## config.mk

```make
export PLATFORM = sky130hd
export DESIGN_NAME = mem_bus_arbiter_flat
export DESIGN_NICKNAME = d
export VERILOG_FILES = /design/src/rtl/mem_bus_arbiter_pkg.sv /design/src/rtl/mem_bus_arbiter_if.sv /design/src/rtl/mem_bus_arbiter_watchdog.sv /design/src/rtl/mem_bus_arbiter.sv /design/src/flat_wrapper.sv
export SDC_FILE = /design/constraint.sdc
export NUM_CORES = 1
export LEC_CHECK = 0
export CAP_MARGIN = 0
export CORE_ASPECT_RATIO = 0.9
export CORE_UTILIZATION = 30
export CTS_CLUSTER_DIAMETER = 200
export DETAILED_ROUTE_END_ITERATION = 6
export HOLD_SLACK_MARGIN = 0.15
export SYNTH_ARGS = -nofsm -noshare
export SYNTH_HDL_FRONTEND = slang
export SYNTH_SLANG_ARGS = --single-unit
```

## constraint.sdc

```tcl
create_clock -name Clk -period 4.1 [get_ports Clk]
set_clock_uncertainty 0.15 [all_clocks]
set_input_delay 1.025 -clock Clk [delete_from_list [all_inputs] [get_ports Clk]]
set_output_delay 1.025 -clock Clk [all_outputs]
set_load 0.005 [all_outputs]
```

## src/rtl/mem_bus_arbiter_pkg.sv

```systemverilog
// Shared types for the single-port memory bus arbiter: FSM states, grant owner,
// registered bus request layout and the fetch NOP returned on a watchdog abort.
package mem_bus_arbiter_pkg;

  localparam int unsigned ARB_ADDR_W = 20;
  localparam logic [31:0] NOP_INSTR  = 32'h0000_0013;

  typedef enum logic [1:0] {
    ARB_IDLE = 2'd0,
    ARB_IF   = 2'd1,
    ARB_DATA = 2'd2
  } arb_state_t;

  typedef enum logic {
    GNT_IF = 1'b0,
    GNT_D  = 1'b1
  } gnt_t;

  typedef struct packed {
    logic                  We;
    logic [ARB_ADDR_W-1:0] Addr;
    logic [31:0]           Wdata;
    logic [3:0]            Be;
  } mem_req_t;

  function automatic mem_req_t fetch_req(input logic [ARB_ADDR_W-1:0] addr);
    mem_req_t r;
    r.We    = 1'b0;
    r.Addr  = addr;
    r.Wdata = '0;
    r.Be    = '1;
    return r;
  endfunction

endpackage

```

## src/rtl/mem_bus_arbiter_if.sv

```systemverilog
// Pipeline-side (IF and MEM ports) and memory-side signals of the bus arbiter.
// slave = arbiter view; master = the surrounding pipeline and memory.
interface mem_bus_arbiter_if #(
  parameter int unsigned ADDR_W = 20
) ();
  logic              If_Req;
  logic [ADDR_W-1:0] If_Addr;
  logic              If_Kill;
  logic [31:0]       If_Rdata;
  logic              If_Valid;
  logic              If_Stall;

  logic              D_Req;
  logic              D_We;
  logic [ADDR_W-1:0] D_Addr;
  logic [31:0]       D_Wdata;
  logic [3:0]        D_Be;
  logic [31:0]       D_Rdata;
  logic              D_Valid;
  logic              D_Stall;

  logic              Bus_Req;
  logic              Bus_We;
  logic [ADDR_W-1:0] Bus_Addr;
  logic [31:0]       Bus_Wdata;
  logic [3:0]        Bus_Be;
  logic              Bus_Ack;
  logic [31:0]       Bus_Rdata;
  logic              Bus_Err;

  modport slave (
    input  If_Req, If_Addr, If_Kill,
    output If_Rdata, If_Valid, If_Stall,
    input  D_Req, D_We, D_Addr, D_Wdata, D_Be,
    output D_Rdata, D_Valid, D_Stall,
    output Bus_Req, Bus_We, Bus_Addr, Bus_Wdata, Bus_Be, Bus_Err,
    input  Bus_Ack, Bus_Rdata
  );

  modport master (
    output If_Req, If_Addr, If_Kill,
    input  If_Rdata, If_Valid, If_Stall,
    output D_Req, D_We, D_Addr, D_Wdata, D_Be,
    input  D_Rdata, D_Valid, D_Stall,
    input  Bus_Req, Bus_We, Bus_Addr, Bus_Wdata, Bus_Be, Bus_Err,
    output Bus_Ack, Bus_Rdata
  );
endinterface

```

## src/rtl/mem_bus_arbiter_watchdog.sv

```systemverilog
// arb_watchdog: counts cycles spent in a bus transfer and flags the
// TIMEOUT_CYC-th cycle without Bus_Ack. Cleared whenever the arbiter is idle.
module arb_watchdog #(
  parameter int unsigned TIMEOUT_CYC = 255
) (
  input  logic Clk,
  input  logic Rst_n,
  input  logic Busy,
  input  logic Ack,
  output logic Expire
);
  localparam int unsigned CNT_W = $clog2(TIMEOUT_CYC + 1);

  logic [CNT_W-1:0] cnt;

  always_ff @(posedge Clk or negedge Rst_n) begin
    if (!Rst_n)     cnt <= '0;
    else if (!Busy) cnt <= '0;
    else            cnt <= cnt + 1'b1;
  end

  assign Expire = Busy & ~Ack & (cnt == CNT_W'(TIMEOUT_CYC - 1));
endmodule

```

## src/rtl/mem_bus_arbiter.sv

```systemverilog
// Round-robin arbiter sharing one memory bus between instruction fetch and the
// MEM-stage load/store port. Define ARB_TIMEOUT_EN to build the bus-ack watchdog.
module mem_bus_arbiter
  import mem_bus_arbiter_pkg::*;
#(
  parameter int unsigned ADDR_W      = ARB_ADDR_W,
  parameter int unsigned TIMEOUT_CYC = 255
) (
  input  logic             Clk,
  input  logic             Rst_n,
  mem_bus_arbiter_if.slave bus
);
  if (ADDR_W != ARB_ADDR_W) begin : g_addr_w_check
    $error("ADDR_W must equal ARB_ADDR_W of mem_bus_arbiter_pkg");
  end
  if (TIMEOUT_CYC < 2) begin : g_timeout_check
    $error("TIMEOUT_CYC must be at least 2");
  end

  arb_state_t state, state_nxt;
  gnt_t       last_gnt, last_gnt_nxt;
  mem_req_t   req_q;
  logic       bus_req_q, kill_seen;
  logic       if_ok, d_ok, grant_if, grant_d;
  logic       xfer_busy, expire, done, if_done, d_done;
  logic       if_valid_q, d_valid_q;
  logic [31:0] if_rdata_q, d_rdata_q;

  // A port whose Valid is pulsing this cycle has been served; its still-high
  // Req must not be re-granted.
  assign if_ok     = bus.If_Req & ~bus.If_Kill & ~if_valid_q;
  assign d_ok      = bus.D_Req & ~d_valid_q;
  assign xfer_busy = (state != ARB_IDLE);

`ifdef ARB_TIMEOUT_EN
  logic err_q;

  arb_watchdog #(.TIMEOUT_CYC(TIMEOUT_CYC)) u_watchdog (
    .Clk    (Clk),
    .Rst_n  (Rst_n),
    .Busy   (xfer_busy),
    .Ack    (bus.Bus_Ack),
    .Expire (expire)
  );

  always_ff @(posedge Clk or negedge Rst_n) begin
    if (!Rst_n) err_q <= 1'b0;
    else        err_q <= expire;
  end
  assign bus.Bus_Err = err_q;
`else
  assign expire      = 1'b0;
  assign bus.Bus_Err = 1'b0;
`endif

  assign done    = xfer_busy & (bus.Bus_Ack | expire);
  assign if_done = (state == ARB_IF) & done & ~kill_seen & ~bus.If_Kill;
  assign d_done  = (state == ARB_DATA) & done;

  always_ff @(posedge Clk or negedge Rst_n) begin
    if (!Rst_n) begin
      state    <= ARB_IDLE;
      last_gnt <= GNT_IF;
    end else begin
      state    <= state_nxt;
      last_gnt <= last_gnt_nxt;
    end
  end

  always_comb begin
    state_nxt    = state;
    last_gnt_nxt = last_gnt;
    grant_if     = 1'b0;
    grant_d      = 1'b0;
    unique case (state)
      ARB_IDLE: begin
        if (if_ok && d_ok) begin
          grant_d  = (last_gnt == GNT_IF);
          grant_if = (last_gnt == GNT_D);
        end else begin
          grant_if = if_ok;
          grant_d  = d_ok;
        end
        if (grant_d) begin
          state_nxt    = ARB_DATA;
          last_gnt_nxt = GNT_D;
        end else if (grant_if) begin
          state_nxt    = ARB_IF;
          last_gnt_nxt = GNT_IF;
        end
      end
      ARB_IF, ARB_DATA: begin
        if (done) state_nxt = ARB_IDLE;
      end
      default: state_nxt = ARB_IDLE;
    endcase
  end

  always_ff @(posedge Clk or negedge Rst_n) begin
    if (!Rst_n) begin
      bus_req_q <= 1'b0;
      req_q     <= '0;
    end else if (grant_d) begin
      bus_req_q <= 1'b1;
      req_q     <= '{We: bus.D_We, Addr: bus.D_Addr, Wdata: bus.D_Wdata, Be: bus.D_Be};
    end else if (grant_if) begin
      bus_req_q <= 1'b1;
      req_q     <= fetch_req(bus.If_Addr);
    end else if (done) begin
      bus_req_q <= 1'b0;
      req_q     <= '0;
    end
  end

  // A kill seen at any point of the fetch suppresses its completion.
  always_ff @(posedge Clk or negedge Rst_n) begin
    if (!Rst_n)                             kill_seen <= 1'b0;
    else if (grant_if)                      kill_seen <= 1'b0;
    else if (state == ARB_IF && bus.If_Kill) kill_seen <= 1'b1;
  end

  always_ff @(posedge Clk or negedge Rst_n) begin
    if (!Rst_n) begin
      if_valid_q <= 1'b0;
      d_valid_q  <= 1'b0;
      if_rdata_q <= '0;
      d_rdata_q  <= '0;
    end else begin
      if_valid_q <= if_done;
      d_valid_q  <= d_done;
      if (if_done) if_rdata_q <= bus.Bus_Ack ? bus.Bus_Rdata : NOP_INSTR;
      if (d_done) begin
        if (!bus.Bus_Ack)    d_rdata_q <= '0;
        else if (!req_q.We) d_rdata_q <= bus.Bus_Rdata;
      end
    end
  end

  assign bus.Bus_Req   = bus_req_q;
  assign bus.Bus_We    = req_q.We;
  assign bus.Bus_Addr  = req_q.Addr;
  assign bus.Bus_Wdata = req_q.Wdata;
  assign bus.Bus_Be    = req_q.Be;

  assign bus.If_Valid = if_valid_q;
  assign bus.If_Rdata = if_rdata_q;
  assign bus.If_Stall = bus.If_Req & ~if_valid_q;
  assign bus.D_Valid  = d_valid_q;
  assign bus.D_Rdata  = d_rdata_q;
  assign bus.D_Stall  = bus.D_Req & ~d_valid_q;
endmodule
```

## src/flat_wrapper.sv

```systemverilog
// flat-port wrapper written by rule: the top's interface ports become plain ports
module mem_bus_arbiter_flat import mem_bus_arbiter_pkg::*;
#(
  parameter int unsigned ADDR_W      = ARB_ADDR_W,
  parameter int unsigned TIMEOUT_CYC = 255
)
  (Clk, Rst_n, bus_If_Req, bus_If_Addr, bus_If_Kill, bus_If_Rdata, bus_If_Valid, bus_If_Stall, bus_D_Req, bus_D_We, bus_D_Addr, bus_D_Wdata, bus_D_Be, bus_D_Rdata, bus_D_Valid, bus_D_Stall, bus_Bus_Req, bus_Bus_We, bus_Bus_Addr, bus_Bus_Wdata, bus_Bus_Be, bus_Bus_Err, bus_Bus_Ack, bus_Bus_Rdata);
  mem_bus_arbiter_if #(.ADDR_W(ADDR_W)) bus_i ();
  input  logic Clk;
  input  logic Rst_n;
  input wire logic [$bits(bus_i.If_Req)-1:0] bus_If_Req;
  input wire logic [$bits(bus_i.If_Addr)-1:0] bus_If_Addr;
  input wire logic [$bits(bus_i.If_Kill)-1:0] bus_If_Kill;
  output wire logic [$bits(bus_i.If_Rdata)-1:0] bus_If_Rdata;
  output wire logic [$bits(bus_i.If_Valid)-1:0] bus_If_Valid;
  output wire logic [$bits(bus_i.If_Stall)-1:0] bus_If_Stall;
  input wire logic [$bits(bus_i.D_Req)-1:0] bus_D_Req;
  input wire logic [$bits(bus_i.D_We)-1:0] bus_D_We;
  input wire logic [$bits(bus_i.D_Addr)-1:0] bus_D_Addr;
  input wire logic [$bits(bus_i.D_Wdata)-1:0] bus_D_Wdata;
  input wire logic [$bits(bus_i.D_Be)-1:0] bus_D_Be;
  output wire logic [$bits(bus_i.D_Rdata)-1:0] bus_D_Rdata;
  output wire logic [$bits(bus_i.D_Valid)-1:0] bus_D_Valid;
  output wire logic [$bits(bus_i.D_Stall)-1:0] bus_D_Stall;
  output wire logic [$bits(bus_i.Bus_Req)-1:0] bus_Bus_Req;
  output wire logic [$bits(bus_i.Bus_We)-1:0] bus_Bus_We;
  output wire logic [$bits(bus_i.Bus_Addr)-1:0] bus_Bus_Addr;
  output wire logic [$bits(bus_i.Bus_Wdata)-1:0] bus_Bus_Wdata;
  output wire logic [$bits(bus_i.Bus_Be)-1:0] bus_Bus_Be;
  output wire logic [$bits(bus_i.Bus_Err)-1:0] bus_Bus_Err;
  input wire logic [$bits(bus_i.Bus_Ack)-1:0] bus_Bus_Ack;
  input wire logic [$bits(bus_i.Bus_Rdata)-1:0] bus_Bus_Rdata;
  assign bus_i.If_Req = bus_If_Req;
  assign bus_i.If_Addr = bus_If_Addr;
  assign bus_i.If_Kill = bus_If_Kill;
  assign bus_If_Rdata = bus_i.If_Rdata;
  assign bus_If_Valid = bus_i.If_Valid;
  assign bus_If_Stall = bus_i.If_Stall;
  assign bus_i.D_Req = bus_D_Req;
  assign bus_i.D_We = bus_D_We;
  assign bus_i.D_Addr = bus_D_Addr;
  assign bus_i.D_Wdata = bus_D_Wdata;
  assign bus_i.D_Be = bus_D_Be;
  assign bus_D_Rdata = bus_i.D_Rdata;
  assign bus_D_Valid = bus_i.D_Valid;
  assign bus_D_Stall = bus_i.D_Stall;
  assign bus_Bus_Req = bus_i.Bus_Req;
  assign bus_Bus_We = bus_i.Bus_We;
  assign bus_Bus_Addr = bus_i.Bus_Addr;
  assign bus_Bus_Wdata = bus_i.Bus_Wdata;
  assign bus_Bus_Be = bus_i.Bus_Be;
  assign bus_Bus_Err = bus_i.Bus_Err;
  assign bus_i.Bus_Ack = bus_Bus_Ack;
  assign bus_i.Bus_Rdata = bus_Bus_Rdata;
  mem_bus_arbiter #(.ADDR_W(ADDR_W), .TIMEOUT_CYC(TIMEOUT_CYC)) u_core (.Clk(Clk), .Rst_n(Rst_n), .bus(bus_i));
endmodule
```

After elaboration in Yosys (flattened, before gate mapping)

Index checks and enable logic that the tools add are counted.

Bits in registers: 128
Bits of input ports: 115
Output and inout bits: 127
Logic and storage cells: 65

Equality and inequality tests: 5
Muxes and demuxes: 23
Bitwise logic cells: 14
Reduce and logical (&&, ||, !) cells: 11

Operators by type and width:

| cell                                                                     | count |
|---|---|
| 57-bit two-way mux                                                       | 3 |
| 32-bit two-way mux                                                       | 3 |
| 1-bit two-way mux                                                        | 13 |
| 1-bit bitwise AND                                                        | 9 |
| 2-bit two-way mux                                                        | 3 |
| 2-bit AND reduction                                                      | 3 |
| 2-bit nonzero test                                                       | 3 |
| 1-bit inverter                                                           | 5 |
| 2-bit case mux with 2 select lines                                       | 1 |
| 3-bit by 1-bit inequality test with 1-bit output (second input constant) | 1 |
| 3-bit nonzero test                                                       | 1 |
| 2-bit by 1-bit == test with 1-bit output (second input constant)         | 1 |
| 2-bit == test (second input constant)                                    | 1 |
| 1-bit logical AND                                                        | 2 |
| 2-bit zero test                                                          | 1 |
| 2-bit by 1-bit inequality test with 1-bit output (second input constant) | 1 |
| 2-bit inequality test (second input constant)                            | 1 |
| 2-bit OR reduction                                                       | 1 |

Longest topological paths before layout

Gate-level depths: netlist of the first run.

Depth in word-level cells: 9
Depth in mapped cells: 8
Depth with buffers taken out: 5

Least setup slack after synthesis of the first run

No wires, ideal clock.

Path type: input to register
Start: in bus_Bus_Ack
End: reg u_core.if_rdata_q[4] (netlist: u_core.bus.If_Rdata[4])
Setup time: 0.125 ns
Arrival: 2.294 ns
Data required time: 3.825 ns
Setup slack: 1.531 ns
Stages on the path: 6
Path through: buf_2 nand2b_4 or4b_4 buf_6 buf_6 mux2_4

Cells in the longest elaborated chain, start to end: 4
Elaborated cells on any way between the ends: 5
Classes of those cells: mux (1); bitwise (4)

RTL lines:

| item                            | line                   | RTL |
|---|---|---|
| start: declaration              | flat_wrapper.sv:31     | `input wire logic [$bits(bus_i.Bus_Ack)-1:0] bus_Bus_Ack;` |
| 1-bit bitwise AND               | mem_bus_arbiter.sv:56  | `assign done = xfer_busy & (bus.Bus_Ack \| expire);` |
| 1-bit bitwise AND (3 in series) | mem_bus_arbiter.sv:57  | `assign if_done = (state == ARB_IF) & done & ~kill_seen & ~bus.If_Kill;` |
| end signal: assignment          | mem_bus_arbiter.sv:131 | `if (if_done) if_rdata_q <= bus.Bus_Ack ? bus.Bus_Rdata : NOP_INSTR;` |
| end: declaration                | mem_bus_arbiter.sv:27  | `logic [31:0] if_rdata_q, d_rdata_q;` |

Parallel ways exist; a longest one is shown, timed or not.
A chain may end at the register's enable or synchronous reset.

Final worst setup path of the first run

Start: in bus_D_Req
End: out bus_D_Stall

Cells in the longest elaborated chain, start to end: 1

RTL lines:

| item               | line                   | RTL |
|---|---|---|
| start: declaration | flat_wrapper.sv:17     | `input wire logic [$bits(bus_i.D_Req)-1:0] bus_D_Req;` |
| 1-bit bitwise AND  | mem_bus_arbiter.sv:150 | `assign bus.D_Stall = bus.D_Req & ~d_valid_q;` |
| end: declaration   | flat_wrapper.sv:24     | `output wire logic [$bits(bus_i.D_Stall)-1:0] bus_D_Stall;` |

Every way passes these cells.

==> report_table.html, run 1 <==
<table>
<tr><th>Metric</th><th>Value</th></tr>
<tr><th colspan="2">Die</th></tr>
<tr><td>Placement Rows</td><td>45</td></tr>
<tr><td>Die H</td><td>~130 um</td></tr>
<tr><td>Area inside the core boundary</td><td>around 17,000 sq um</td></tr>
<tr><td>Die outline width</td><td>between 100 and 150 um</td></tr>
<tr><td>DIE AREA</td><td>~18,000 sq um</td></tr>
<tr><td>IO Count</td><td>around 240</td></tr>
<tr><td>Starting Density</td><td>0.305</td></tr>
<tr><th colspan="2">Synth</th></tr>
<tr><td>Synthesized area</td><td>~5100 sq um</td></tr>
<tr><td>Total of flip-flops plus latches after synthesis</td><td>128</td></tr>
<tr><td>Top cell type by total area after synthesis</td><td>sky130_fd_sc_hd__dfrtp_1</td></tr>
<tr><td>Count of different cell masters after synthesis</td><td>35</td></tr>
<tr><td>Syn avg cell area</td><td>11.9 sq um</td></tr>
<tr><td>Top post-synthesis cells by area</td><td>sky130_fd_sc_hd__dfrtp_1 62%, sky130_fd_sc_hd__mux2i_1 5.6%, sky130_fd_sc_hd__a22o_1 5.6%</td></tr>
<tr><td>Top-area cell type share of the netlist area</td><td>0.623</td></tr>
<tr><td>Post-synthesis instance total</td><td>between 400 and 500</td></tr>
<tr><td>Number of nets produced by synthesis</td><td>~550</td></tr>
<tr><td>Seq/Total Area, Yosys</td><td>0.623</td></tr>
<tr><td>Ys Warns</td><td>0</td></tr>
<tr><th colspan="2">Critical path</th></tr>
<tr><td>Nature of the critical path endpoint</td><td>output port</td></tr>
<tr><td>Data arrival, critical path</td><td>roughly 2300 ps</td></tr>
<tr><td>Critical Path Start Type</td><td>input port</td></tr>
<tr><td>CP required</td><td>around 2900 ps</td></tr>
<tr><td>Critical path type</td><td>input port to output port</td></tr>
<tr><td>Maximum fanout along the worst path</td><td>5</td></tr>
<tr><th colspan="2">STA</th></tr>
<tr><td>Final period util</td><td>0.849</td></tr>
<tr><td>Final Hold Slack</td><td>between 300 and 400 ps</td></tr>
<tr><td>Final setup violation count</td><td>0</td></tr>
<tr><td>Final count of hold timing violations</td><td>0</td></tr>
<tr><td>Relative slew slack</td><td>0.192</td></tr>
<tr><td>RSZ-0062 raised after global routing</td><td>false</td></tr>
<tr><td>Final total negative setup slack</td><td>0 ps</td></tr>
<tr><td>Tmin final</td><td>3480 ps</td></tr>
<tr><td>Highest Clock Rate</td><td>between 200 and 300 MHz</td></tr>
<tr><td>Number of max-slew violations in the final report</td><td>0</td></tr>
<tr><td>Slew at the pin closest to its max-slew limit</td><td>about 1200 ps</td></tr>
<tr><th colspan="2">Finish</th></tr>
<tr><td>Fill cell total of the finished layout</td><td>1,503</td></tr>
<tr><td>Net total in the final layout</td><td>781</td></tr>
<tr><td>Area of combinational cells with multiple inputs</td><td>between 1500 and 2000 sq um</td></tr>
<tr><td>Core utilization of the finished layout</td><td>0.494</td></tr>
<tr><td>Diode count</td><td>0</td></tr>
<tr><td>Ratio of cells with drive above 1 in the final layout</td><td>0.0725</td></tr>
<tr><td>Area growth from synthesis to layout</td><td>62.0%</td></tr>
<tr><td>Storage element area</td><td>3200 sq um</td></tr>
<tr><th colspan="2">Detailed routing</th></tr>
<tr><td>First DRT Iteration DRCs</td><td>186</td></tr>
<tr><td>Detail Route Antenna Nets</td><td>0</td></tr>
<tr><td>Remaining routing DRC violations</td><td>0</td></tr>
<tr><td>Pre-Repair DR Iteration Count</td><td>4</td></tr>
<tr><td>Routed length per instance</td><td>16.2 um</td></tr>
<tr><td>DR vias/cell</td><td>4.71</td></tr>
<tr><td>Total routed wirelength</td><td>between 10 and 15 mm</td></tr>
<tr><td>Total via count in the routed design</td><td>~4.2k</td></tr>
<tr><th colspan="2">Clock network</th></tr>
<tr><td>Worst-path clk slew</td><td>about 50 ps</td></tr>
<tr><td>Cts repair resizes</td><td>0</td></tr>
<tr><td>Buffers inserted during post-CTS setup optimization</td><td>0</td></tr>
<tr><td>Clk Tree Root Cell</td><td>sky130_fd_sc_hd__clkbuf_16</td></tr>
<tr><td>Maximum root-to-sink buffer count</td><td>2</td></tr>
<tr><td>Sinks on Clock Net</td><td>128</td></tr>
<tr><td>CTS tree</td><td>done</td></tr>
<tr><td>Maximum level of the CTS H-tree</td><td>4</td></tr>
<tr><td>Hold_buf cts</td><td>0</td></tr>
<tr><td>Number of buffers added by the clock tree synthesis step</td><td>17</td></tr>
<tr><td>Clock network latency to the later pin of the worst-skew pair</td><td>~400 ps</td></tr>
<tr><th colspan="2">GRT</th></tr>
<tr><td>All-Layer GR Usage</td><td>0.173</td></tr>
<tr><td>Maximum number of pins on one net before global-route repair</td><td>75</td></tr>
<tr><td>Gr ovfl total</td><td>0</td></tr>
<tr><td>Via count of the first global-routing pass</td><td>about 4.4k</td></tr>
<tr><td>Antenna violations before repair</td><td>0</td></tr>
<tr><td>First-pass GRT wire length</td><td>~23 mm</td></tr>
<tr><th colspan="2">Status</th></tr>
<tr><td>Outcome</td><td>complete, no violations</td></tr>
<tr><th colspan="2">Job</th></tr>
<tr><td>MaxCap Viol Count</td><td>0</td></tr>
<tr><th colspan="2">Placed design</th></tr>
<tr><td>Final weighted congestion of routability-driven global placement</td><td>about 0.73</td></tr>
<tr><td>Half-perimeter wire length after placement</td><td>between 10 and 15 mm</td></tr>
<tr><td>Count of buffers from port buffering</td><td>between 200 and 250</td></tr>
<tr><th colspan="2">Power</th></tr>
<tr><td>Cell area power density</td><td>a little over 700 nW/um^2</td></tr>
<tr><td>Worst vdd ir</td><td>between 0.0002 and 0.0003 V</td></tr>
<tr><td>Leakage power figure</td><td>~0.0040 uW</td></tr>
<tr><th colspan="2">Min path</th></tr>
<tr><td>Min-delay worst type</td><td>flop to flop</td></tr>
</table>
[state kept, by name (all words and copies together), names as in the netlist]
name	cells
u_core.bus.Bus_Addr	20
u_core.bus.Bus_Be	4
u_core.bus.Bus_Req	1
u_core.bus.Bus_Wdata	32
u_core.bus.Bus_We	1
u_core.bus.D_Rdata	32
u_core.bus.D_Valid	1
u_core.bus.If_Rdata	32
u_core.bus.If_Valid	1
u_core.kill_seen	1
u_core.last_gnt	1
u_core.state	2
[per-layer routing]
layer / track usage / part of all wire
met4: 0.0685 / 0.017
met5: 0 / 0
met3: 0.0582 / 0.068
met2: 0.271 / 0.47
met1: 0.219 / 0.45
[final timing paths]
path,start,end,slack (ps),cells after the start
worst max register to register,u_core.state[0],u_core.bus.If_Rdata[4],1620,5
worst max-delay path,bus_D_Req,bus_D_Stall,620,4
worst min register to register,u_core.bus.D_Rdata[5],u_core.bus.D_Rdata[5],330,2
min in group asynchronous,Rst_n,u_core.bus.D_Rdata[18],510,1
worst min-delay path,u_core.bus.D_Rdata[5],u_core.bus.D_Rdata[5],330,2
max in group asynchronous,Rst_n,u_core.state[1],2440,2
[metrics by stage]
| stage | setup WS [ps] | instances | instance area [sq um] | power [uW] |
|---|---|---|---|---|
| after detailed placement | 624 | 855 | 7710 | 4380 |
| final | 617 | 887 | 8320 | 5890 |
| after floorplan | 1530 | 433 | 5140 | 2920 |
| after global placement | 635 | 855 | 7710 | 4320 |
| after CTS | 615 | 887 | 8320 | 5970 |
| after global routing | 533 | 887 | 8320 | 6270 |
[final cells by class]
cell class | count | area share
Sequential cell | 128 | 0.385
Timing Repair Buffer | 245 | 0.294
Multi-Input combinational cell | 236 | 0.199
Clock buffer | 22 | 0.0582
Tap cell | 211 | 0.0317
Clock inverter | 10 | 0.0159
Inverter | 35 | 0.0158
[critical path, stage by stage]
cell                              delay [ps]
sky130_fd_sc_hd__clkdlybuf4s50_1         480
sky130_fd_sc_hd__nand2b_1                 90
sky130_fd_sc_hd__inv_1                   150
sky130_fd_sc_hd__clkdlybuf4s50_1         550
[cells in the mapped netlist]
cell type                   number
sky130_fd_sc_hd__buf_4           1
sky130_fd_sc_hd__a31o_2          1
sky130_fd_sc_hd__nor2_1          3
sky130_fd_sc_hd__inv_1          35
sky130_fd_sc_hd__conb_1          1
sky130_fd_sc_hd__o31ai_1         1
sky130_fd_sc_hd__nor3b_1         1
sky130_fd_sc_hd__mux2_2          4
sky130_fd_sc_hd__nor4bb_1        1
sky130_fd_sc_hd__a22oi_1         1
sky130_fd_sc_hd__o2111ai_1       1
sky130_fd_sc_hd__nand2b_4        1
sky130_fd_sc_hd__nand4bb_1       2
sky130_fd_sc_hd__or3b_1          1
sky130_fd_sc_hd__a21o_1          1
sky130_fd_sc_hd__or4b_4          1
sky130_fd_sc_hd__nand2b_1        1
sky130_fd_sc_hd__a221o_1        24
sky130_fd_sc_hd__dfrtp_1       128
sky130_fd_sc_hd__buf_2          10
sky130_fd_sc_hd__mux2i_1        29
sky130_fd_sc_hd__mux2_4          1
sky130_fd_sc_hd__nand2_1        64
sky130_fd_sc_hd__nand3_1         2
sky130_fd_sc_hd__nor2b_1         1
sky130_fd_sc_hd__clkbuf_1       20
sky130_fd_sc_hd__ha_1            3
sky130_fd_sc_hd__and2_1          2
sky130_fd_sc_hd__or3b_2          1
sky130_fd_sc_hd__o21ai_0        32
sky130_fd_sc_hd__a22o_1         33
sky130_fd_sc_hd__a21oi_1         1
sky130_fd_sc_hd__buf_6           3
sky130_fd_sc_hd__and3_1         21
sky130_fd_sc_hd__o2bb2ai_1       1
[placed cells by master (no fill, tap or decap), drive strengths merged, types with 2 or more instances in the layout]
cell           instances
nor2                   3
clkbuf                22
nand2b                 2
bufinv                 3
nand2                 64
clkinv                 7
nand3                  2
o21ai                 32
nand4bb                2
inv                   35
buf                    6
ha                     3
and2                   2
mux2                   5
mux2i                 29
and3                  21
clkdlybuf4s50        239
a22o                  33
or3b                   2
a221o                 24
dfrtp                128
[power breakdown]
group	internal [uW]	leakage [uW]	switching (uW)
sequential	1820	0.00160	330
clock	1020	0.000310	539
combinational	1370	0.00209	810
total	4210	0.00400	1680
[logic make-up after synthesis]
| logic type | after synthesis | share of synthesized area |
|---|---|---|
| AND/OR/NAND/NOR | 102 | 0.0979 |
| buffers and inverters | 69 | 0.0580 |
| AO/OA/AOI/OAI | 96 | 0.145 |
| other | 1 | 0.000730 |
| adder cells (fa/ha/maj) | 3 | 0.00731 |
| flip-flops | 128 | 0.623 |
| multiplexers | 34 | 0.0682 |
(Power assumes the default switching activity.)
==> run 2, diff against run 1 <==
==> constraint.sdc (replaced) <==
create_clock -name Clk -period 3.1 [get_ports Clk]
set_clock_uncertainty 0.15 [all_clocks]
set_input_delay 0.775 -clock Clk [delete_from_list [all_inputs] [get_ports Clk]]
set_output_delay 0.775 -clock Clk [all_outputs]
set_load 0.005 [all_outputs]
==> run 2 against run 1 <==
Count of clock-buffer cells in the layout did not move. Sequential power rose by 32%. Critical endpoint unchanged. Power rose by 32%. Critical path depth did not move. Clock power rose by 31%. Via count rose by 0.53%. Utilization rose by 0.36 points. Highest routed layer unchanged.
==> report_table.html, run 2 (synthesized netlist as in run 1, its figures left out) <==
<table>
<tr><th>Metric</th><th>Value</th></tr>
<tr><th colspan="2">Critical path</th></tr>
<tr><td>Slowest cell on the critical path</td><td>sky130_fd_sc_hd__clkdlybuf4s50_1 (unchanged)</td></tr>
<tr><td>Register-to-Register Setup Slack</td><td>710 ps (was 1620 ps)</td></tr>
<tr><td>Critical path type</td><td>input port to output port (unchanged)</td></tr>
<tr><td>CP delay by family, top</td><td>buffers and inverters (unchanged)</td></tr>
<tr><td>Critical Path, Cell by Cell</td><td>clkdlybuf4s50_1 &gt; nand2b_1 &gt; inv_1 &gt; clkdlybuf4s50_1 (unchanged)</td></tr>
<tr><td>CP required</td><td>2170 ps (was 2920 ps)</td></tr>
<tr><td>Slowest cell delay on critical path</td><td>560 ps (was 550 ps)</td></tr>
<tr><td>Buffers &amp; Inverters on Critical Path</td><td>3 (unchanged)</td></tr>
<tr><td>Critical Path Start Type</td><td>input port (unchanged)</td></tr>
<tr><td>Nature of the critical path endpoint</td><td>output port (unchanged)</td></tr>
<tr><td>CP dominant cell by count</td><td>sky130_fd_sc_hd__clkdlybuf4s50_1 (unchanged)</td></tr>
<tr><td>Maximum fanout along the worst path</td><td>5 (unchanged)</td></tr>
<tr><td>Data arrival, critical path</td><td>2080 ps (was 2310 ps)</td></tr>
<tr><th colspan="2">Clock network</th></tr>
<tr><td>Maximum root-to-sink buffer count</td><td>2 (unchanged)</td></tr>
<tr><td>Sinks on Clock Net</td><td>128 (unchanged)</td></tr>
<tr><td>Clock network latency to the later pin of the worst-skew pair</td><td>410 ps (about the same)</td></tr>
<tr><td>Worst-path clk slew</td><td>50 ps (about the same)</td></tr>
<tr><td>Hold_buf cts</td><td>0 (unchanged)</td></tr>
<tr><td>Maximum level of the CTS H-tree</td><td>4 (unchanged)</td></tr>
<tr><td>Buffers inserted during post-CTS setup optimization</td><td>0 (unchanged)</td></tr>
<tr><td>Cts repair resizes</td><td>0 (unchanged)</td></tr>
<tr><td>Number of buffers added by the clock tree synthesis step</td><td>17 (unchanged)</td></tr>
<tr><td>Clk Tree Root Cell</td><td>sky130_fd_sc_hd__clkbuf_16 (unchanged)</td></tr>
<tr><td>CTS tree</td><td>done (unchanged)</td></tr>
<tr><th colspan="2">Detailed routing</th></tr>
<tr><td>Remaining routing DRC violations</td><td>0 (unchanged)</td></tr>
<tr><td>DR vias/cell</td><td>4.71 (about the same)</td></tr>
<tr><td>Total via count in the routed design</td><td>4,201 (was 4,179)</td></tr>
<tr><td>Total routed wirelength</td><td>14.5 mm (was 14.3 mm)</td></tr>
<tr><td>Detail Route Antenna Nets</td><td>0 (unchanged)</td></tr>
<tr><td>Routed length per instance</td><td>16.3 um (was 16.2 um)</td></tr>
<tr><td>First DRT Iteration DRCs</td><td>208 (was 186)</td></tr>
<tr><td>Pre-Repair DR Iteration Count</td><td>4 (unchanged)</td></tr>
<tr><th colspan="2">Finish</th></tr>
<tr><td>Storage element area</td><td>3200 sq um (unchanged)</td></tr>
<tr><td>Fill cell total of the finished layout</td><td>1,493 (was 1,503)</td></tr>
<tr><td>Net total in the final layout</td><td>785 (was 781)</td></tr>
<tr><td>Most common library cell in the layout ignoring fill and taps</td><td>sky130_fd_sc_hd__clkdlybuf4s50_1 (unchanged)</td></tr>
<tr><td>Area growth from synthesis to layout</td><td>63.2% (was 62.0%)</td></tr>
<tr><td>Area of combinational cells with multiple inputs</td><td>1660 sq um (unchanged)</td></tr>
<tr><td>Commonest cells after routing, fill and taps aside</td><td>239 x sky130_fd_sc_hd__clkdlybuf4s50_1, 128 x sky130_fd_sc_hd__dfrtp_1, 64 x sky130_fd_sc_hd__nand2_1, 35 x sky130_fd_sc_hd__inv_1, 33 x sky130_fd_sc_hd__a22o_1 (unchanged)</td></tr>
<tr><td>Ratio of cells with drive above 1 in the final layout</td><td>0.0765 (was 0.0725)</td></tr>
<tr><th colspan="2">Die</th></tr>
<tr><td>Starting Density</td><td>0.305 (unchanged)</td></tr>
<tr><td>IO Count</td><td>242 (unchanged)</td></tr>
<tr><td>Die H</td><td>126 um (unchanged)</td></tr>
<tr><td>Die outline width</td><td>140 um (unchanged)</td></tr>
<tr><td>Area inside the core boundary</td><td>16,800 sq um (unchanged)</td></tr>
<tr><td>DIE AREA</td><td>17,700 sq um (unchanged)</td></tr>
<tr><td>Placement Rows</td><td>45 (unchanged)</td></tr>
<tr><th colspan="2">Power</th></tr>
<tr><td>Leakage power figure</td><td>0.00402 uW (was 0.00400 uW)</td></tr>
<tr><td>Worst vdd ir</td><td>0.000352 V (was 0.000290 V)</td></tr>
<tr><td>Cell area power density</td><td>930 nW/um^2 (was 707 nW/um^2)</td></tr>
<tr><th colspan="2">STA</th></tr>
<tr><td>Relative slew slack</td><td>0.267 (was 0.192)</td></tr>
<tr><td>Final period util</td><td>0.969</td></tr>
<tr><td>Slew at the pin closest to its max-slew limit</td><td>1100 ps (was 1210 ps)</td></tr>
<tr><td>Final Hold Slack</td><td>212 ps (was 327 ps)</td></tr>
<tr><td>RSZ-0062 raised after global routing</td><td>false (unchanged)</td></tr>
<tr><td>Final total negative setup slack</td><td>0 ps (unchanged)</td></tr>
<tr><td>Number of max-slew violations in the final report</td><td>0 (unchanged)</td></tr>
<tr><td>Final setup violation count</td><td>0 (unchanged)</td></tr>
<tr><td>Highest Clock Rate</td><td>between 300 and 400 MHz</td></tr>
<tr><td>Tmin final</td><td>about 3000 ps</td></tr>
<tr><td>Final count of hold timing violations</td><td>0 (unchanged)</td></tr>
<tr><th colspan="2">GRT</th></tr>
<tr><td>Via count of the first global-routing pass</td><td>4,380 (was 4,371)</td></tr>
<tr><td>All-Layer GR Usage</td><td>0.173 (about the same)</td></tr>
<tr><td>Antenna violations before repair</td><td>1 (was 0)</td></tr>
<tr><td>First-pass GRT wire length</td><td>23.5 mm (was 23.4 mm)</td></tr>
<tr><td>Maximum number of pins on one net before global-route repair</td><td>64 (was 75)</td></tr>
<tr><td>Gr ovfl total</td><td>0 (unchanged)</td></tr>
<tr><th colspan="2">Placed design</th></tr>
<tr><td>Final weighted congestion of routability-driven global placement</td><td>0.799 (was 0.735)</td></tr>
<tr><td>Half-perimeter wire length after placement</td><td>10.2 mm (was 10.1 mm)</td></tr>
<tr><td>Count of buffers from port buffering</td><td>240 (unchanged)</td></tr>
<tr><th colspan="2">Min path</th></tr>
<tr><td>Min-delay worst type</td><td>input port to async pin (was flop to flop)</td></tr>
<tr><th colspan="2">Job</th></tr>
<tr><td>MaxCap Viol Count</td><td>0 (unchanged)</td></tr>
<tr><th colspan="2">Status</th></tr>
<tr><td>Outcome</td><td>complete, no violations (unchanged)</td></tr>
</table>
==> run 2: report_power, final <==
group / leakage [uW] / switching (uW) / internal [uW]
Combinational: 0.00213 / 1070 / 1850
Clock: 0.000296 / 719 / 1320
Sequential: 0.00160 / 433 / 2410
==> run 2: worst register-to-register path: cells and delay by family, from the launching register on <==
kind | cells | cell delay, ps
and+or+nand+nor | 1 | 980
DFF | 1 | 410
adders and majority gates | 1 | 370
AOI/OAI and AO/OA | 1 | 330
buffers and inverters | 1 | 90
==> run 2: routing by layer <==
| metal | up-vias | global-route usage | routed length (um) |
|---|---|---|---|
| li1 | 1982 | - | - |
| met1 | 2036 | 0.207 | 6340 |
| met2 | 166 | 0.285 | 6830 |
| met3 | 17 | 0.0684 | 1190 |
| met4 | 0 | 0.0562 | 163 |
| met5 | - | 0 | 0 |
==> run 2: layout make-up <==
type                    instances  share of cell area
diodes                          1            0.000298
clock buffers                  22              0.0566
clock inverters                10              0.0160
inverters                      35              0.0157
multi-input cells             236               0.198
flip-flops and latches        128               0.382
well taps                     211              0.0315
repair buffers                249               0.300
==> run 2: path summary, 6_finish.rpt <==
path	from	end	depth (start not counted)
worst min-delay path	Rst_n	u_core.bus.If_Rdata[17]	1
worst max register to register	u_core.state[0]	u_core.bus.Bus_Addr[4]	4
worst max-delay path	bus_D_Req	bus_D_Stall	4
worst min register to register	u_core.bus.D_Rdata[15]	u_core.bus.D_Rdata[15]	2
min in group Clk	u_core.bus.D_Rdata[15]	u_core.bus.D_Rdata[15]	2
max in group asynchronous	Rst_n	u_core.bus.Bus_Wdata[11]	2
==> run 2: metrics by stage <==
| stage | cell area, sq um | worst slack [ps] | util | cells | total power, uW |
|---|---|---|---|---|---|
| 2_1_floorplan | 5140 | 781 | - | 433 | 3860 |
| 3_3_place_gp | 7770 | 109 | 0.462 | 859 | 5750 |
| 3_5_place_dp | 7770 | 41.4 | 0.462 | 859 | 5810 |
| 4_1_cts | 8380 | 99.5 | 0.498 | 891 | 7900 |
| 5_1_grt | 8380 | 32.0 | 0.498 | 891 | 8290 |
| 6_report | 8390 | 96.8 | 0.498 | 892 | 7800 |
==> run 3, diff against run 2 <==
--- a/config.mk
+++ b/config.mk
@@ -7,10 +7,12 @@
 export LEC_CHECK = 0
 export CAP_MARGIN = 0
 export CORE_ASPECT_RATIO = 0.9
-export CORE_UTILIZATION = 30
+export CORE_UTILIZATION = 37
 export CTS_CLUSTER_DIAMETER = 200
 export DETAILED_ROUTE_END_ITERATION = 6
 export HOLD_SLACK_MARGIN = 0.15
+export PLACE_DENSITY = 0.76
+export SKIP_CTS_REPAIR_TIMING = 1
 export SYNTH_ARGS = -nofsm -noshare
 export SYNTH_HDL_FRONTEND = slang
 export SYNTH_SLANG_ARGS = --single-unit
==> run 3 against run 2 <==
Cell count decreased by 4.7%. Utilization increased by 12 points. Setup slack improved by 23 ps. Combinational power about the same. Flip-flop and latch count unchanged. Fmax increased by 0.77%. Critical path depth unchanged. Worst hold slack improved by 21 ps. Sequential share of layout area increased by 0.37 points. Clock power decreased by 6%. Wire length decreased by 2.4%.
==> report_table.html, run 3 (synthesized netlist as in run 1, its figures left out) <==
<table>
<tr><th>Metric</th><th>Value</th></tr>
<tr><th colspan="2">Status</th></tr>
<tr><td>Outcome</td><td>complete, no violations (unchanged)</td></tr>
<tr><th colspan="2">STA</th></tr>
<tr><td>Final total negative setup slack</td><td>0 ps (unchanged)</td></tr>
<tr><td>RSZ-0062 raised after global routing</td><td>false (unchanged)</td></tr>
<tr><td>Final setup violation count</td><td>0 (unchanged)</td></tr>
<tr><td>Slew at the pin closest to its max-slew limit</td><td>631 ps (was 1100 ps)</td></tr>
<tr><td>Highest Clock Rate</td><td>336 MHz (was 333 MHz)</td></tr>
<tr><td>Tmin final</td><td>2980 ps (was 3000 ps)</td></tr>
<tr><td>Number of max-slew violations in the final report</td><td>0 (unchanged)</td></tr>
<tr><td>Final count of hold timing violations</td><td>0 (unchanged)</td></tr>
<tr><td>Relative slew slack</td><td>0.579 (was 0.267)</td></tr>
<tr><td>Final period util</td><td>0.961 (was 0.969)</td></tr>
<tr><th colspan="2">Power</th></tr>
<tr><td>Switching share of power</td><td>0.285 (about the same)</td></tr>
<tr><td>Total Power Consumption</td><td>7710 uW (was 7800 uW)</td></tr>
<tr><td>Relative contribution of the clock network to total power</td><td>0.250 (was 0.262)</td></tr>
<tr><td>Worst vdd ir</td><td>0.000426 V (was 0.000352 V)</td></tr>
<tr><td>Leakage power figure</td><td>0.00402 uW (about the same)</td></tr>
<tr><td>Flop pwr share</td><td>0.370 (was 0.364)</td></tr>
<tr><td>Combinational cell fraction of total power</td><td>0.381 (was 0.374)</td></tr>
<tr><td>Psw</td><td>2200 uW (was 2220 uW)</td></tr>
<tr><td>Internal power contribution</td><td>5510 uW (was 5580 uW)</td></tr>
<tr><td>Cell area power density</td><td>928 nW/um^2 (was 930 nW/um^2)</td></tr>
<tr><th colspan="2">GRT</th></tr>
<tr><td>First-pass GRT wire length</td><td>22.6 mm (was 23.5 mm)</td></tr>
<tr><td>Gr ovfl total</td><td>0 (unchanged)</td></tr>
<tr><td>All-Layer GR Usage</td><td>0.205 (was 0.173)</td></tr>
<tr><td>Maximum number of pins on one net before global-route repair</td><td>64 (unchanged)</td></tr>
<tr><td>Antenna violations before repair</td><td>0 (was 1)</td></tr>
<tr><td>Via count of the first global-routing pass</td><td>4,426 (was 4,380)</td></tr>
<tr><th colspan="2">Finish</th></tr>
<tr><td>Core utilization of the finished layout</td><td>0.617 (was 0.498)</td></tr>
<tr><td>Non-Filler Instances</td><td>850 (was 892)</td></tr>
<tr><td>Area growth from synthesis to layout</td><td>61.6% (was 63.2%)</td></tr>
<tr><td>Net total in the final layout</td><td>787 (was 785)</td></tr>
<tr><td>Most common library cell in the layout ignoring fill and taps</td><td>sky130_fd_sc_hd__clkdlybuf4s50_1 (unchanged)</td></tr>
<tr><td>Diode count</td><td>0 (was 1)</td></tr>
<tr><td>Ratio of cells with drive above 1 in the final layout</td><td>0.0733 (was 0.0765)</td></tr>
<tr><td>Commonest cells after routing, fill and taps aside</td><td>239 x sky130_fd_sc_hd__clkdlybuf4s50_1, 128 x sky130_fd_sc_hd__dfrtp_1, 64 x sky130_fd_sc_hd__nand2_1, 35 x sky130_fd_sc_hd__inv_1, 33 x sky130_fd_sc_hd__a22o_1 (unchanged)</td></tr>
<tr><th colspan="2">Min path</th></tr>
<tr><td>Min-delay worst type</td><td>input port to async pin (unchanged)</td></tr>
<tr><th colspan="2">Detailed routing</th></tr>
<tr><td>DR vias/cell</td><td>4.94 (was 4.71)</td></tr>
<tr><td>First DRT Iteration DRCs</td><td>221 (was 208)</td></tr>
<tr><td>Detail Route Antenna Nets</td><td>0 (unchanged)</td></tr>
<tr><td>Remaining routing DRC violations</td><td>0 (unchanged)</td></tr>
<tr><td>Pre-Repair DR Iteration Count</td><td>5 (was 4)</td></tr>
<tr><td>Routed length per instance</td><td>16.7 um (was 16.3 um)</td></tr>
<tr><td>Total routed wirelength</td><td>14.2 mm (was 14.5 mm)</td></tr>
<tr><td>Total via count in the routed design</td><td>4,197 (was 4,201)</td></tr>
<tr><th colspan="2">Die</th></tr>
<tr><td>Placement Rows</td><td>40 (was 45)</td></tr>
<tr><td>IO Count</td><td>242 (unchanged)</td></tr>
<tr><td>Die H</td><td>114 um (was 126 um)</td></tr>
<tr><td>DIE AREA</td><td>14,400 sq um (was 17,700 sq um)</td></tr>
<tr><td>Area inside the core boundary</td><td>13,500 sq um (was 16,800 sq um)</td></tr>
<tr><td>Die outline width</td><td>126 um (was 140 um)</td></tr>
<tr><td>Starting Density</td><td>0.382 (was 0.305)</td></tr>
<tr><th colspan="2">Clock network</th></tr>
<tr><td>CTS tree</td><td>done (unchanged)</td></tr>
<tr><td>Sinks on Clock Net</td><td>128 (unchanged)</td></tr>
<tr><td>Maximum level of the CTS H-tree</td><td>4 (unchanged)</td></tr>
<tr><td>Worst-path clk slew</td><td>50 ps (about the same)</td></tr>
<tr><td>Clock network latency to the later pin of the worst-skew pair</td><td>410 ps (about the same)</td></tr>
<tr><td>Number of buffers added by the clock tree synthesis step</td><td>17 (unchanged)</td></tr>
<tr><td>Clk Tree Root Cell</td><td>sky130_fd_sc_hd__clkbuf_16 (unchanged)</td></tr>
<tr><td>Maximum root-to-sink buffer count</td><td>2 (unchanged)</td></tr>
<tr><th colspan="2">Critical path</th></tr>
<tr><td>CP required</td><td>2170 ps (about the same)</td></tr>
<tr><td>Nature of the critical path endpoint</td><td>output port (unchanged)</td></tr>
<tr><td>Critical path type</td><td>input port to output port (unchanged)</td></tr>
<tr><td>Maximum fanout along the worst path</td><td>5 (unchanged)</td></tr>
<tr><td>Critical Path Start Type</td><td>input port (unchanged)</td></tr>
<tr><td>Data arrival, critical path</td><td>2060 ps (was 2080 ps)</td></tr>
<tr><th colspan="2">Placed design</th></tr>
<tr><td>Half-perimeter wire length after placement</td><td>10.0 mm (was 10.2 mm)</td></tr>
<tr><td>Number of placed instances, taps included</td><td>818 (was 859)</td></tr>
<tr><td>Count of buffers from port buffering</td><td>240 (unchanged)</td></tr>
<tr><td>Final weighted congestion of routability-driven global placement</td><td>0.813 (was 0.799)</td></tr>
<tr><th colspan="2">Job</th></tr>
<tr><td>MaxCap Viol Count</td><td>0 (unchanged)</td></tr>
</table>
## run 3: cell types whose count changed in the layout (fill, tap and decap cells not counted), sizes merged
cell	change
clkinvlp	-2
clkinv	-1
diode	-1
buf	+2
bufinv	-1
clkbuf	+4
## run 3: final timing paths
| check | cells after the start | endpoint | slack, ps | from |
|---|---|---|---|---|
| worst min register to register | 2 | u_core.bus.D_Rdata[0] | 330 | u_core.bus.D_Rdata[0] |
| worst max register to register | 6 | u_core.bus.If_Rdata[18] | 740 | u_core.state[0] |
| worst max-delay path | 4 | bus_D_Stall | 120 | bus_D_Req |
| max in group asynchronous | 2 | u_core.bus.If_Rdata[18] | 1790 | Rst_n |
| min in group Clk | 2 | u_core.bus.D_Rdata[0] | 330 | u_core.bus.D_Rdata[0] |
| worst min-delay path | 1 | u_core.bus.D_Rdata[15] | 230 | Rst_n |
## run 3: power groups by stage
stage / sequential, uW / clock [uW] / combinational, uW
2_1_floorplan: 2860 / 0 / 993
3_3_place_gp: 2840 / 0 / 2900
3_5_place_dp: 2860 / 0 / 2970
4_1_cts: 2860 / 1970 / 2980
5_1_grt: 2940 / 2050 / 3190
6_report: 2850 / 1920 / 2940
## run 3: stage by stage
step	cell area (sq um)	worst slack, ps	hold WS (ps)
floorplan	5140	781	314
global placement	7740	122	312
detailed placement	7740	111	321
CTS	8310	111	236
global route	8310	38.2	254
finish	8310	120	233
## run 3: worst max-delay path, stage by stage
cell and delay (ps):
sky130_fd_sc_hd__clkdlybuf4s50_1 480, sky130_fd_sc_hd__nand2b_1 100, sky130_fd_sc_hd__inv_1 140, sky130_fd_sc_hd__clkdlybuf4s50_1 560
## run 3: metal layers
metal,vias up,share of wire,wire (um),track usage
li1,1981,-,-,-
met1,2015,0.43,6100,0.239
met2,182,0.47,6710,0.343
met3,19,0.080,1140,0.0802
met4,0,0.016,220,0.0795
met5,-,0,0,0
## run 3: cell type report
class | instances | area [sq um]
multi-input combinational | 236 | 1660
fill | 1035 | 5160
tap | 168 | 210
clock buffer | 26 | 489
timing repair buffer | 251 | 2530
clock inverter | 6 | 80.1
sequential | 128 | 3200
inverter | 35 | 131
